### config.mk
export PLATFORM = sky130hd
export DESIGN_NAME = sr_seq_ctrl
export DESIGN_NICKNAME = d
export VERILOG_FILES = /design/src/rtl/sr_seq_pkg.sv /design/src/rtl/sr_seq_rr_arb.sv /design/src/rtl/sr_seq_ctrl.sv
export SDC_FILE = /design/constraint.sdc
export NUM_CORES = 1
export LEC_CHECK = 0
export ABC_AREA = 0
export CAP_MARGIN = 40
export CORE_MARGIN = 8
export CORE_UTILIZATION = 45
export DETAILED_ROUTE_END_ITERATION = 10
export PLACE_DENSITY_LB_ADDON = 0.3
export REMOVE_ABC_BUFFERS = 1
export SETUP_SLACK_MARGIN = 0.02
export SYNTH_ARGS = -nofsm -noshare
export SYNTH_HDL_FRONTEND = slang
export SYNTH_SLANG_ARGS = --single-unit
### constraint.sdc
create_clock -name CLK -period 2.2 [get_ports CLK]
set_clock_uncertainty 0.15 [all_clocks]
set_input_delay 0.33 -clock CLK [delete_from_list [all_inputs] [get_ports CLK]]
set_output_delay 0.33 -clock CLK [all_outputs]
set_load 0.02 [all_outputs]
### src/rtl/sr_seq_pkg.sv
// Shared types and constants for the set/reset bank sequencer.
package sr_seq_pkg;

    // Sequencer phases; every phase except IDLE keeps busy high.
    typedef enum logic [2:0] {
        IDLE,
        ASSERT,
        RELR,
        RELS,
        DONE
    } sr_state_e;

    // Width of the shared phase down-counter.
    localparam int CNT_W   = 8;
    localparam int CYC_MIN = 1;
    localparam int CYC_MAX = (1 << CNT_W) - 1;

    // True when a phase length fits the counter and is non-zero.
    function automatic bit cyc_ok(input int v);
        return (v >= CYC_MIN) && (v <= CYC_MAX);
    endfunction

    // Counter load value for a phase lasting v cycles.
    function automatic logic [CNT_W-1:0] cyc_load(input int v);
        return CNT_W'(v - 1);
    endfunction

endpackage

### src/rtl/sr_seq_rr_arb.sv
// Two-way round-robin arbiter; the last winner loses the next tie.
module sr_seq_rr_arb
    import sr_seq_pkg::*;
(
    input  logic       CLK,
    input  logic       RESETN,
    input  logic [1:0] req,
    input  logic       advance,
    output logic [1:0] gnt,
    output logic       owner
);

    logic last_q;

    // Favour the requester that did not win last time.
    always_comb begin
        gnt = 2'b00;
        if (last_q) begin
            gnt[0] = req[0];
            gnt[1] = req[1] & ~req[0];
        end else begin
            gnt[1] = req[1];
            gnt[0] = req[0] & ~req[1];
        end
    end

    assign owner = gnt[1];

    // Remember the winner, only when a grant is actually taken.
    always_ff @(posedge CLK or negedge RESETN) begin
        if (!RESETN)
            last_q <= 1'b1;
        else if (advance && (|gnt))
            last_q <= owner;
    end

endmodule

### src/rtl/sr_seq_ctrl.sv
// Set/reset sequencer for an async set/reset flop bank: pulse, staggered
// release of RESETN then SETN, recovery window, then clock re-enable.
module sr_seq_ctrl
    import sr_seq_pkg::*;
#(
    parameter int WIDTH     = 8,
    parameter int PULSE_CYC = 2,
    parameter int GAP_CYC   = 1,
    parameter int REC_CYC   = 2
) (
    input  logic             CLK,
    input  logic             RESETN,
    input  logic             req0,
    input  logic             req1,
    input  logic [WIDTH-1:0] pat0,
    input  logic [WIDTH-1:0] pat1,
    output logic             ack0,
    output logic             ack1,
    output logic [WIDTH-1:0] bank_setn,
    output logic [WIDTH-1:0] bank_resetn,
    output logic             bank_clk_en,
    output logic             busy
);

    if (!cyc_ok(PULSE_CYC) || !cyc_ok(GAP_CYC) || !cyc_ok(REC_CYC)) begin : g_bad_param
        $error("sr_seq_ctrl: PULSE_CYC, GAP_CYC and REC_CYC must be 1..255");
    end

    localparam logic [CNT_W-1:0] LD_P = cyc_load(PULSE_CYC);
    localparam logic [CNT_W-1:0] LD_G = cyc_load(GAP_CYC);
    localparam logic [CNT_W-1:0] LD_R = cyc_load(REC_CYC);

    sr_state_e        state_q;
    logic [CNT_W-1:0] cnt_q;
    logic [WIDTH-1:0] pat_q;
    logic             own_q;
    logic             own_vld_q;   // low for the post-reset init sequence
    logic [WIDTH-1:0] setn_q;
    logic [WIDTH-1:0] resetn_q;
    logic             clk_en_q;
    logic [1:0]       ack_q;
    logic             busy_q;

    logic [1:0]       gnt;
    logic             owner;
    logic [WIDTH-1:0] pat_sel;

    sr_seq_rr_arb u_arb (
        .CLK     (CLK),
        .RESETN  (RESETN),
        .req     ({req1, req0}),
        .advance (state_q == IDLE),
        .gnt     (gnt),
        .owner   (owner)
    );

    assign pat_sel = owner ? pat1 : pat0;

    // Sequencer FSM with the phase counter and all registered outputs.
    always_ff @(posedge CLK or negedge RESETN) begin
        if (!RESETN) begin
            state_q   <= ASSERT;
            cnt_q     <= LD_P;
            pat_q     <= '0;
            own_q     <= 1'b0;
            own_vld_q <= 1'b0;
            setn_q    <= '1;
            resetn_q  <= '0;
            clk_en_q  <= 1'b0;
            ack_q     <= 2'b00;
            busy_q    <= 1'b1;
        end else begin
            ack_q <= 2'b00;
            unique case (state_q)
                IDLE: begin
                    if (|gnt) begin
                        state_q   <= ASSERT;
                        cnt_q     <= LD_P;
                        pat_q     <= pat_sel;
                        own_q     <= owner;
                        own_vld_q <= 1'b1;
                        setn_q    <= ~pat_sel;
                        resetn_q  <= pat_sel;
                        clk_en_q  <= 1'b0;
                        busy_q    <= 1'b1;
                    end
                end
                ASSERT: begin
                    setn_q   <= ~pat_q;
                    resetn_q <= pat_q;
                    if (cnt_q == '0) begin
                        state_q  <= RELR;
                        cnt_q    <= LD_G;
                        resetn_q <= '1;
                    end else begin
                        cnt_q <= cnt_q - CNT_W'(1);
                    end
                end
                RELR: begin
                    if (cnt_q == '0) begin
                        state_q  <= RELS;
                        cnt_q    <= LD_R;
                        setn_q   <= '1;
                        clk_en_q <= 1'b0;
                    end else begin
                        cnt_q <= cnt_q - CNT_W'(1);
                    end
                end
                RELS: begin
                    if (cnt_q == '0) begin
                        state_q  <= DONE;
                        clk_en_q <= 1'b1;
                        if (own_vld_q)
                            ack_q[own_q] <= 1'b1;
                    end else begin
                        cnt_q <= cnt_q - CNT_W'(1);
                    end
                end
                DONE: begin
                    state_q   <= IDLE;
                    own_vld_q <= 1'b0;
                    setn_q    <= '1;
                    resetn_q  <= '1;
                    clk_en_q  <= 1'b1;
                    busy_q    <= 1'b0;
                end
                default: begin
                    state_q <= IDLE;
                    busy_q  <= 1'b0;
                end
            endcase
        end
    end

    assign ack0        = ack_q[0];
    assign ack1        = ack_q[1];
    assign bank_setn   = setn_q;
    assign bank_resetn = resetn_q;
    assign bank_clk_en = clk_en_q;
    assign busy        = busy_q;

endmodule

# Yosys cells after proc, flatten, opt, wreduce, memory -nomap -nowiden

Cells that the tools add are included.

Add/sub/neg operators: 1
Magnitude comparators: 2
Equality and inequality tests: 9
Multiplexer cells: 30
Bitwise operators: 7
Reduce and logical (&&, ||, !) cells: 19

Operators with widths:

| operator                                             | number |
|---|---|
| 2-to-1 mux 8 bit                                     | 9 |
| case mux 8 bit (4 select lines)                      | 2 |
| case mux 8 bit (3 select lines)                      | 1 |
| NOT 8 bit                                            | 2 |
| 2-to-1 mux 3 bit                                     | 4 |
| case mux 3 bit (4 select lines)                      | 1 |
| nonzero test 4 bit                                   | 3 |
| inequality test 2 bit (second input constant)        | 5 |
| logical NOT 8 bit                                    | 1 |
| 2-to-1 mux 2 bit                                     | 4 |
| AND reduction 2 bit                                  | 4 |
| AND reduction 4 bit                                  | 2 |
| subtractor 8 x 1 -> 8 bit (second input constant)    | 1 |
| equality test 3 x 2 -> 1 bit (second input constant) | 2 |
| AND reduction 3 bit                                  | 2 |
| 2-to-1 mux 1 bit                                     | 5 |
| case mux 1 bit (2 select lines)                      | 2 |
| case mux 1 bit (4 select lines)                      | 1 |
| equality test 3 x 1 -> 1 bit (second input constant) | 1 |
| equality test 3 bit (second input constant)          | 1 |
| logical NOT 3 bit                                    | 1 |
| NOT 1 bit                                            | 3 |
| nonzero test 3 bit                                   | 1 |
| OR reduction 3 bit                                   | 1 |
| 7 further kinds                                      | 9 |

Flip-flop bits (word level): 42
Input port bits: 20
Word-level logic and storage cells: 79

# Depth between registers and ports, before layout

Gate-level depths: netlist of run 1.

Depth after elaboration: 7
Depth in mapped cells: 7
Mapped depth without buffers: 6

# Hierarchy

A second synthesis of run 1 with hierarchy kept.

Cell total of the unflattened synthesis: 212
Area, all modules: 2,212.1 um^2

Modules (own cells, without submodules):

| module        | instances | cells an instance | area an instance (um^2) |
|---|---|---|---|
| sr_seq_ctrl   | 1         | 205               | 2,148.3 |
| sr_seq_rr_arb | 1         | 7                 | 63.8 |

# Worst setup path before layout of run 1

Ideal clock, no wire load.

Kind: register -> register
Start: register cnt_q[0]
End: register cnt_q[7]
Setup time: 0.078 ns
Arrival time: 1.840 ns
Required time: 1.972 ns
Path slack: 0.133 ns
Cell stages (with the launch flop): 7
Buffers on the path: 0
Period minus slack after synthesis: 2.067 ns
Path through: dfstp_2 > inv_1 > ha_1 > or3b_2 > nor3_4 > or4_2 > a21oi_1

Cells in the longest elaborated chain, start to end: 3

Ends and longest elaborated chain:

| element                                                                       | RTL line           | RTL |
|---|---|---|
| from (decl)                                                                   | sr_seq_ctrl.sv:34  | `logic [CNT_W-1:0] cnt_q;` |
| from (signal assigned)                                                        | sr_seq_ctrl.sv:96  | `cnt_q <= cnt_q - CNT_W'(1);` |
| from (signal assigned)                                                        | sr_seq_ctrl.sv:106 | `cnt_q <= cnt_q - CNT_W'(1);` |
| from (signal assigned)                                                        | sr_seq_ctrl.sv:116 | `cnt_q <= cnt_q - CNT_W'(1);` |
| subtractor 8 x 1 -> 8 bit / logical NOT 8 bit (equally long branches)         | --                 |  |
| 2-to-1 mux 8 bit, or another cell as far along                                | sr_seq_ctrl.sv:110 | `if (cnt_q == '0) begin` |
| case mux 8 bit (4 select lines) / AND reduction 3 bit (equally long branches) | --                 |  |

Parallel ways exist; a longest one is shown, timed or not. The select of a mux whose other input is x is not followed.
A chain may end at the register's enable or synchronous reset.

# Worst setup path after layout of run 1

Start: register cnt_q[0]
End: register cnt_q[5]

Same word-level chain as after synthesis.

==> impl_metrics.toml, run 1 <==
[power_and_ir_drop]
seqPwrFrac = 0.339
comb_power_share = 0.522
irDropWorstVdd_mv = 0.5909
p_int_mw = 2.707
swShare = 0.3943
power_density_nw_per_um2 = 1532
p_clk_frac = 0.139
p_total_mw = 4.469
p_leak_nw = 1.191
p_sw_mw = 1.762

[cts]
cts.clk_slew.worst_paths_ps = 80
h-tree-depth = 2
clk_latency_ps = 290
cts_buffer_depth = 2
clock_sinks = 42
cts_root_buf = "clkbuf_8"
cts_buffers = 5
cts_tree = "done"

[setup_path]
arrival_ps = 2190
slowest_delay_ps = 620
cpMaxStageDelayCell = "or4_2"
worstSetupStartpointType = "register"
cp.required_ps = 2270
crit_type = "reg -> reg"
critical_path.max_fanout = 13
crit_path_end_kind = "register"
path_cells = "inv_2 > ha_1 > or3b_4 > nor3_4 > or4_2 > a21oi_2"

[timing]
rsz0062_at_grt = "yes"
hold_viol = 0
worst_slew_pin_slew_ps = 522.0
fin_crit_sh = 0.9603
fmax_ghz = 0.4733
period_needed_ps = 2113
setup_viol = 0
max-slew-margin-rel = 0.6491
slew_viol_final = 0

[yosys]
synth.ff_latch_count = 42
synth_top_flop_cell = "dfrtp_1"
synth_cell_types = 46
yosysWarnings = 0
async_flop_share = 1.000
synth_area_um2 = 2243
yosysSeqAreaShare = 0.4752
syn_avg_cell_area_um2 = 9.883
syn_inst = 227
synth_edf_count = 0

[placement]
hpwl_um = 3767
numPortBuffers = 39
place_inst = 337
gp_congestion = 0.8086

[die]
die_x_um = 86.61
rows = 25
core_um2 = 4755
dieArea_um2 = 7500
initial_core_util = 0.4718
fp.dieH_um = 86.61
ios = 40

[grt]
grt_max_degree = 43
grt_pass1_wl_um = 8493
overflow = 0
grtUsageTotal = 0.1401
grt_pass1_vias = 1773
grt_antenna_before_repair = 0

[cells_and_area]
drive_above_1_share = 0.2473
area_delta_synth_final_pct = 30.01
antennaDiodeCount = 0
multi_input_area_um2 = 1090
fillers = 411
fin_cells = 346
seqCellArea_um2 = 1066
fin_nets = 301

[route]
vias_per_cell = 5.376
drc_errors = 0
drt_first_pass_iters = 4
ant_nets = 0
drt_wl_total_um = 5225
avgRoutedWirePerCell_um = 15.10
initialDrtViolationCount = 69
vias = 1860

[run]
cap_violations = 0

[outcome]
status = "finished, final reports clean"

[hold_path]
hp-class = "reg -> reg"
through the flow:
| step | area, um2 | hold slack [ps] | util | TNS [ps] | setup slack, ps |
|---|---|---|---|---|---|
| 3_3_place_gp | 2774 | 267.0 | 0.5834 | 0 | 37.18 |
| 2_1_floorplan | 2162 | -115.6 | - | 0 | 32.64 |
| 5_1_grt | 2917 | 303.4 | 0.6134 | 0 | 14.99 |
| 6_report | 2917 | 275.2 | 0.6134 | 0 | 87.33 |
| 3_5_place_dp | 2774 | 271.5 | 0.5834 | -42.62 | -25.13 |
| 4_1_cts | 2910 | 283.2 | 0.6121 | 0 | 42.00 |
critical path, delay by kind of cell (launching register included):
| family | cells | cell delay [ps] |
|---|---|---|
| AND/OR/NAND/NOR | 3 | 960 |
| flip-flops | 1 | 550 |
| AO/OA/AOI/OAI | 1 | 140 |
| adder cells (fa/ha/maj) | 1 | 200 |
| buffers and inverters | 1 | 50 |
state kept, by name, summed over array words and instances (netlist names):
register	flops
own_vld_q	1
busy	1
bank_resetn	8
pat_q	8
bank_clk_en	1
bank_setn	8
cnt_q	8
ack_q	2
own_q	1
state_q	3
u_arb.last_q	1
power by group through the flow:
| stage | clock network (mW) | logic, mW | registers (mW) |
|---|---|---|---|
| floorplan | 0 | 1.27 | 1.70 |
| global placement | 0 | 2.25 | 1.51 |
| finish | 0.620 | 2.33 | 1.51 |
| detailed placement | 0 | 2.29 | 1.52 |
| global route | 0.661 | 2.53 | 1.57 |
| CTS | 0.635 | 2.34 | 1.51 |
layout by cell type, fill, tap and decap left out, types with 2 or more instances in the layout:
cell type and n:
nor2_1 43, clkdlybuf4s50_1 38, dfrtp_1 30, a21oi_1 25, buf_4 20, nand2_1 14
dfstp_2 12, o2bb2ai_1 9, mux2i_1 8, a2bb2oi_2 8, o31ai_1 6, clkbuf_8 6
nor3_1 5, or4_1 4, inv_1 3, nor2b_1 3, o21ai_0 3, inv_2 2
nor4_2 2, or3_2 2, a21o_1 2, a31oi_1 2, or4_2 2, a21oi_2 2
nand3_1 2
final cells by class:
type | instances | share of cell area
multi-input combinational | 165 | 0.3737
timing repair buffer | 60 | 0.1870
clock buffer | 6 | 0.02831
sequential | 42 | 0.3655
inverter | 5 | 0.006435
clock inverter | 1 | 0.01030
tap | 67 | 0.02874
cell usage after synthesis, drive strengths merged (2+ instances only):
cell type / number / area [um2]
inv: 5 / 18.77
clkbuf: 4 / 15.01
or3b: 2 / 17.52
nand2: 14 / 52.55
ha: 2 / 25.02
a21o: 2 / 15.01
dfstp: 12 / 315.3
a2bb2oi: 8 / 120.1
o2bb2ai: 9 / 78.83
or3: 3 / 21.27
or4: 7 / 58.81
nand3: 2 / 10.01
nor2b: 3 / 18.77
dfrtp: 30 / 750.7
buf: 11 / 66.31
a31oi: 2 / 12.51
nor4: 3 / 31.28
nor3: 6 / 41.29
mux2i: 8 / 80.08
o31ai: 7 / 57.55
a21oi: 27 / 135.1
o21ai: 4 / 20.01
nor2: 44 / 167.7
routing by layer:
metal,vias up,GRT usage,share of wire
li1,922,-,-
met1,893,0.1834,0.47
met2,40,0.2201,0.47
met3,5,0.03025,0.048
met4,0,0.05164,0.010
met5,-,0,0
cell families after synthesis:
logic type / synth area share
simple gates: 0.1969
mux: 0.04071
compound gates: 0.2276
xor+xnor: 0.003905
fa+ha+maj: 0.01115
buf+inv: 0.04462
flops: 0.4752
worst paths after layout:
path / from / endpoint / slack, ps / cells past startpoint
worst max-delay path: cnt_q[0] / cnt_q[5] / 90 / 6
worst min-delay path: own_q / ack_q[0] / 280 / 1
worst max register to register: cnt_q[0] / cnt_q[5] / 90 / 6
worst min register to register: own_q / ack_q[0] / 280 / 1
max in group asynchronous: RESETN / bank_setn[1] / 1040 / 3
min in group asynchronous: RESETN / cnt_q[2] / 480 / 3
timing repair:
item	CTS	global route
setup buffers	1	0
hold endpoints to repair	30	0
cloned	0	0
hold buffers	1	0
gates resized for setup	2	4
pin swaps	0	3
setup endpoints to repair	1	3
Power figures use the tool's default switching activity.
==> inputs of run 2 (changes only) <==
--- a/config.mk
+++ b/config.mk
@@ -9,8 +9,9 @@
 export CAP_MARGIN = 40
 export CORE_MARGIN = 8
 export CORE_UTILIZATION = 45
+export CTS_CLUSTER_SIZE = 24
 export DETAILED_ROUTE_END_ITERATION = 10
-export PLACE_DENSITY_LB_ADDON = 0.3
+export PLACE_DENSITY = 0.81
 export REMOVE_ABC_BUFFERS = 1
 export SETUP_SLACK_MARGIN = 0.02
 export SYNTH_ARGS = -nofsm -noshare
==> impl_metrics.toml, run 2 (synthesis results as in run 1) <==
[setup_path]
crit_path_end_kind = "register"
worstSetupStartpoint = "cnt_q[0]"
r2r-start = "cnt_q[0]"
crit_family = "simple AND/OR/NAND/NOR gates"
r2r-end = "cnt_q[6]"
critical_path.max_fanout = 12
worstSetupStartpointType = "register"
cpMaxStageDelayCell = "dfstp_2"
path_cells = "inv_2 > ha_1 > or3b_4 > nor3_4 > buf_12 > or4_1 > a21oi_1"
reg2reg_depth = 7
arrival_ps = 2200
crit_type = "reg -> reg"
r2r_slack_ps = 50
worst-path-buf-inv = 2
cp.required_ps = 2250
slowest_delay_ps = 550

[cells_and_area]
layout_common_cells = "nor2_1 (43), clkdlybuf4s50_1 (38), dfrtp_1 (30)"
fin_nets = 302
final_util = 0.6197
fillers = 393
multi_input_area_um2 = 1106
seqCellArea_um2 = 1066
antennaDiodeCount = 0
postLayoutCellArea_um2 = 2947
layout_commonest_cell = "nor2_1"
drive_above_1_share = 0.2456
area_delta_synth_final_pct = 31.34

[timing]
tns_ps = 0
hold_viol = 0
setup_viol = 0
period_needed_ps = 2153
slew_viol_final = 0
max-slew-margin-rel = 0.6508
fmax_ghz = 0.4646
fin_crit_sh = 0.9784
rsz0062_at_grt = "yes"
timing.final.ws_setup_ps = 47.46
worst_slew_pin_slew_ps = 523.8

[cts]
cts_buffer_depth = 2
cts_root_buf = "clkbuf_8"
cts_buffers = 5
clock_sinks = 42
cts_tree = "done"
h-tree-depth = 2
cts.clk_slew.worst_paths_ps = 70
clk_latency_ps = 300

[hold_path]
hp-start = "own_q"
whs_path_depth = 1
min_to = "ack_q[0]"
hp-class = "reg -> reg"

[placement]
gp_congestion = 0.8436
post-place-ws_ps = 15.97
numPortBuffers = 39
hpwl_um = 3940
placed_area_um2 = 2766

[route]
vias = 1901
drc_errors = 0
initialDrtViolationCount = 148
drt_wl_total_um = 5379
vias_per_cell = 5.463
avgRoutedWirePerCell_um = 15.46
ant_nets = 0
drt_first_pass_iters = 4

[grt]
grt_pass1_wl_um = 8728
overflow = 0
grt_max_degree = 43
grtUsageTotal = 0.1460
grt_pass1_vias = 1856
grt_antenna_before_repair = 0

[run]
cap_violations = 0

[die]
die_x_um = 86.61
core_um2 = 4755
ios = 40
rows = 25
initial_core_util = 0.4718
fp.dieH_um = 86.61
dieArea_um2 = 7500

[outcome]
status = "finished, final reports clean"

[power_and_ir_drop]
p_sw_mw = 1.807
p_clk_frac = 0.131
p_leak_nw = 1.198
swShare = 0.4002
seqPwrFrac = 0.339
p_int_mw = 2.709
comb_power_share = 0.530
irDropWorstVdd_mv = 0.7514
p_total_mw = 4.516
power_density_nw_per_um2 = 1533
==> run 2: cell types whose count changed in the layout (fill, tap and decap cells not counted), sizes merged <==
cell | previous run | this run
clkbuf | 6 | 7
buf | 21 | 22
==> run 2: worst register-to-register path: stages (launching register included) <==
cell     delay (ps)
dfstp_2         550
inv_2            50
ha_1            190
or3b_4          260
nor3_4           50
buf_12          140
or4_1           470
a21oi_1         200
==> run 2: power by group through the flow <==
stage                     clock (mW)  combinational (mW)  sequential (mW)
after floorplan                    0                1.27             1.70
after global placement             0                2.25             1.52
after detailed placement           0                2.31             1.53
after CTS                      0.605                2.32             1.52
after global routing           0.642                2.60             1.58
final                          0.590                2.39             1.53
==> run 2: cell type report <==
cell class              count  share of cell area
clock buffers               7             0.02590
repair buffers             61              0.1919
multi-input cells         165              0.3754
clock inverters             1             0.01019
inverters                   5            0.006369
well taps                  67             0.02845
flip-flops and latches     42              0.3618
==> run 2: how the worst max path moves through the flow <==
stage | end | slack (ps) | depth (start not counted)
3_3_place_gp | cnt_q[7] | 70 | 5
4_1_cts | cnt_q[5] | 50 | 6
2_1_floorplan | bank_resetn[0] | 30 | 4
5_1_grt | cnt_q[4] | 5 | 6
3_5_place_dp | bank_resetn[2] | 20 | 6
6_report | cnt_q[6] | 50 | 7
==> run 2: repair_timing <==
action	in CTS	in global routing
endpoints found under the setup margin	0	15
resized for setup	0	9
hold buffers	1	0
hold endpoints to repair	30	0
buffers inserted	0	3
==> run 2: layer usage <==
| layer | vias to the layer above | part of all wire | track usage | wire length [um] |
|---|---|---|---|---|
| met1 | 932 | 0.47 | 0.1911 | 2522 |
| met3 | 5 | 0.040 | 0.02647 | 213 |
| met5 | - | 0 | 0 | 0 |
| met2 | 43 | 0.48 | 0.2257 | 2557 |
| met4 | 0 | 0.016 | 0.07042 | 86 |
| li1 | 921 | - | - | - |
==> run 2: metrics by stage <==
| stage | hold slack, ps | cells |
|---|---|---|
| global placement | 266.3 | 336 |
| floorplan | -115.6 | 212 |
| CTS | 283.9 | 345 |
| finish | 283.8 | 348 |
| global route | 310.9 | 348 |
| detailed placement | 273.7 | 336 |
==> inputs of run 3 (changes only) <==
--- a/config.mk
+++ b/config.mk
@@ -11,7 +11,7 @@
 export CORE_UTILIZATION = 45
 export CTS_CLUSTER_SIZE = 24
 export DETAILED_ROUTE_END_ITERATION = 10
-export PLACE_DENSITY = 0.81
+export PLACE_DENSITY = 0.84
 export REMOVE_ABC_BUFFERS = 1
 export SETUP_SLACK_MARGIN = 0.02
 export SYNTH_ARGS = -nofsm -noshare
==> constraint.sdc (replaced) <==
create_clock -name CLK -period 1.92 [get_ports CLK]
set_clock_uncertainty 0.15 [all_clocks]
set_input_delay 0.288 -clock CLK [delete_from_list [all_inputs] [get_ports CLK]]
set_output_delay 0.288 -clock CLK [all_outputs]
set_load 0.02 [all_outputs]
==> impl_metrics.toml, run 3 (synthesis results as in run 1) <==
[placement]
numPortBuffers = 39
placed_area_um2 = 2934
place_inst = 355
gp_congestion = 0.8469
hpwl_um = 4240
post-place-ws_ps = -252.0

[power_and_ir_drop]
p_sw_mw = 2.516
p_int_mw = 3.483
irDropWorstVdd_mv = 0.7584
p_leak_nw = 1.409
seqPwrFrac = 0.294
p_total_mw = 5.999
swShare = 0.4194
p_clk_frac = 0.095
comb_power_share = 0.611
power_density_nw_per_um2 = 1786

[cells_and_area]
drive_above_1_share = 0.3942
layout_common_cells = "nor2_1 (43), buf_4 (43), clkdlybuf4s50_1 (29)"
fin_cells = 379
postLayoutCellArea_um2 = 3359
antennaDiodeCount = 0
fillers = 333
final_util = 0.7066
area_delta_synth_final_pct = 49.75
fin_nets = 333

[outcome]
status = "finished, violations left"
violations = "negative setup slack"

[cts]
clock_sinks = 42
cts_buffers = 5
h-tree-depth = 2
cts.clk_slew.worst_paths_ps = 80
cts_root_buf = "clkbuf_8"
cts_buffer_depth = 2
cts_tree = "done"
clk_latency_ps = 300

[hold_path]
whs_path_depth = 1
min_to = "ack_q[0]"
hp-start = "own_q"
hp-class = "reg -> reg"

[die]
dieArea_um2 = 7500
rows = 25
core_um2 = 4755
ios = 40
fp.dieH_um = 86.61
die_x_um = 86.61
initial_core_util = 0.4718

[setup_path]
r2r-start = "state_q[0]"
worst-path-buf-inv = 1
r2r-end = "cnt_q[4]"
slowest_delay_ps = 580
arrival_ps = 2080
crit_type = "reg -> reg"
reg2reg_depth = 5
critical_path.max_fanout = 10
r2r_slack_ps = -80
crit_path_end_kind = "register"
crit_family = "flip-flops"
worstSetupStartpointType = "register"
cpMaxStageDelayCell = "dfstp_2"
path_cells = "nor2_1 > a21o_1 > buf_4 > or4_1 > a21oi_2"
cp.required_ps = 2000

[run]
cap_violations = 0

[timing]
slew_viol_final = 0
rsz0062_at_grt = "yes"
fin_crit_sh = 1.043
timing.final.ws_setup_ps = -81.83
max-slew-margin-rel = 0.6878
worst_slew_pin_slew_ps = 468.4
hold_viol = 0
fmax_ghz = 0.4995
period_needed_ps = 2002
setup_viol = 15

[grt]
grtUsageTotal = 0.1875
grt_pass1_vias = 2189
grt_pass1_wl_um = 11050
grt_antenna_before_repair = 0
grt_max_degree = 25
overflow = 0

[route]
drt_first_pass_iters = 4
vias = 2217
avgRoutedWirePerCell_um = 18.87
drt_wl_total_um = 7152
ant_nets = 0
drc_errors = 0
vias_per_cell = 5.850
initialDrtViolationCount = 304
==> run 3: cell type report <==
class	instances	area, um2	area share
Multi-Input combinational cell	165	1259	0.3747
Sequential cell	42	1069	0.3181
Timing Repair Buffer	92	840.8	0.2503
Tap cell	67	83.83	0.02495
Clock buffer	6	72.57	0.02160
Inverter	5	21.27	0.006331
Clock inverter	2	13.76	0.004097
==> run 3: worst max path at each step <==
stage / cells after the start / slack (ps) / startpoint / to
3_5_place_dp: 5 / -250 / req1 / cnt_q[7]
6_report: 5 / -80 / state_q[0] / cnt_q[4]
2_1_floorplan: 4 / -250 / u_arb.last_q / bank_resetn[0]
3_3_place_gp: 5 / -180 / req1 / cnt_q[7]
4_1_cts: 7 / -30 / cnt_q[1] / cnt_q[6]
5_1_grt: 7 / -140 / cnt_q[1] / cnt_q[6]
==> run 3: power by group through the flow <==
stage	sequential (mW)	combinational (mW)	clock, mW
2_1_floorplan	1.95	1.45	0
3_3_place_gp	1.72	2.86	0
3_5_place_dp	1.73	2.95	0
4_1_cts	1.73	3.25	0.579
5_1_grt	1.80	3.92	0.620
6_report	1.76	3.67	0.569
==> run 3: what timing repair did <==
item                       in CTS  in global routing
resized for setup              38                 23
buffers inserted                6                  7
setup endpoints to repair      33                 35
pin swaps                      10                 13
hold endpoints to repair       13                  0
gates cloned                    1                  1
hold buffers                    1                  0
==> run 3: worst register-to-register path, delay by kind of cell, from the launching register on <==
family	cells	cell delay (ps)
AND/OR/NAND/NOR	2	570
flip-flops	1	580
AO/OA/AOI/OAI	2	410
buffers and inverters	1	220
==> run 3: routing by layer <==
| layer | up-vias | track usage | wire length, um |
|---|---|---|---|
| met3 | 22 | 0.04253 | 571 |
| met2 | 114 | 0.3028 | 3528 |
| met4 | 0 | 0.08138 | 193 |
| li1 | 988 | - | - |
| met5 | - | 0 | 0 |
| met1 | 1093 | 0.2332 | 2858 |
==> run 3: metrics by stage <==
stage / setup TNS (ps) / hold slack [ps]
final: -667.9 / 280.7
after global placement: -2009 / 112.1
after CTS: -119.5 / 283.9
after floorplan: -5069 / -157.6
after global routing: -1603 / 303.8
after detailed placement: -4354 / 120.6
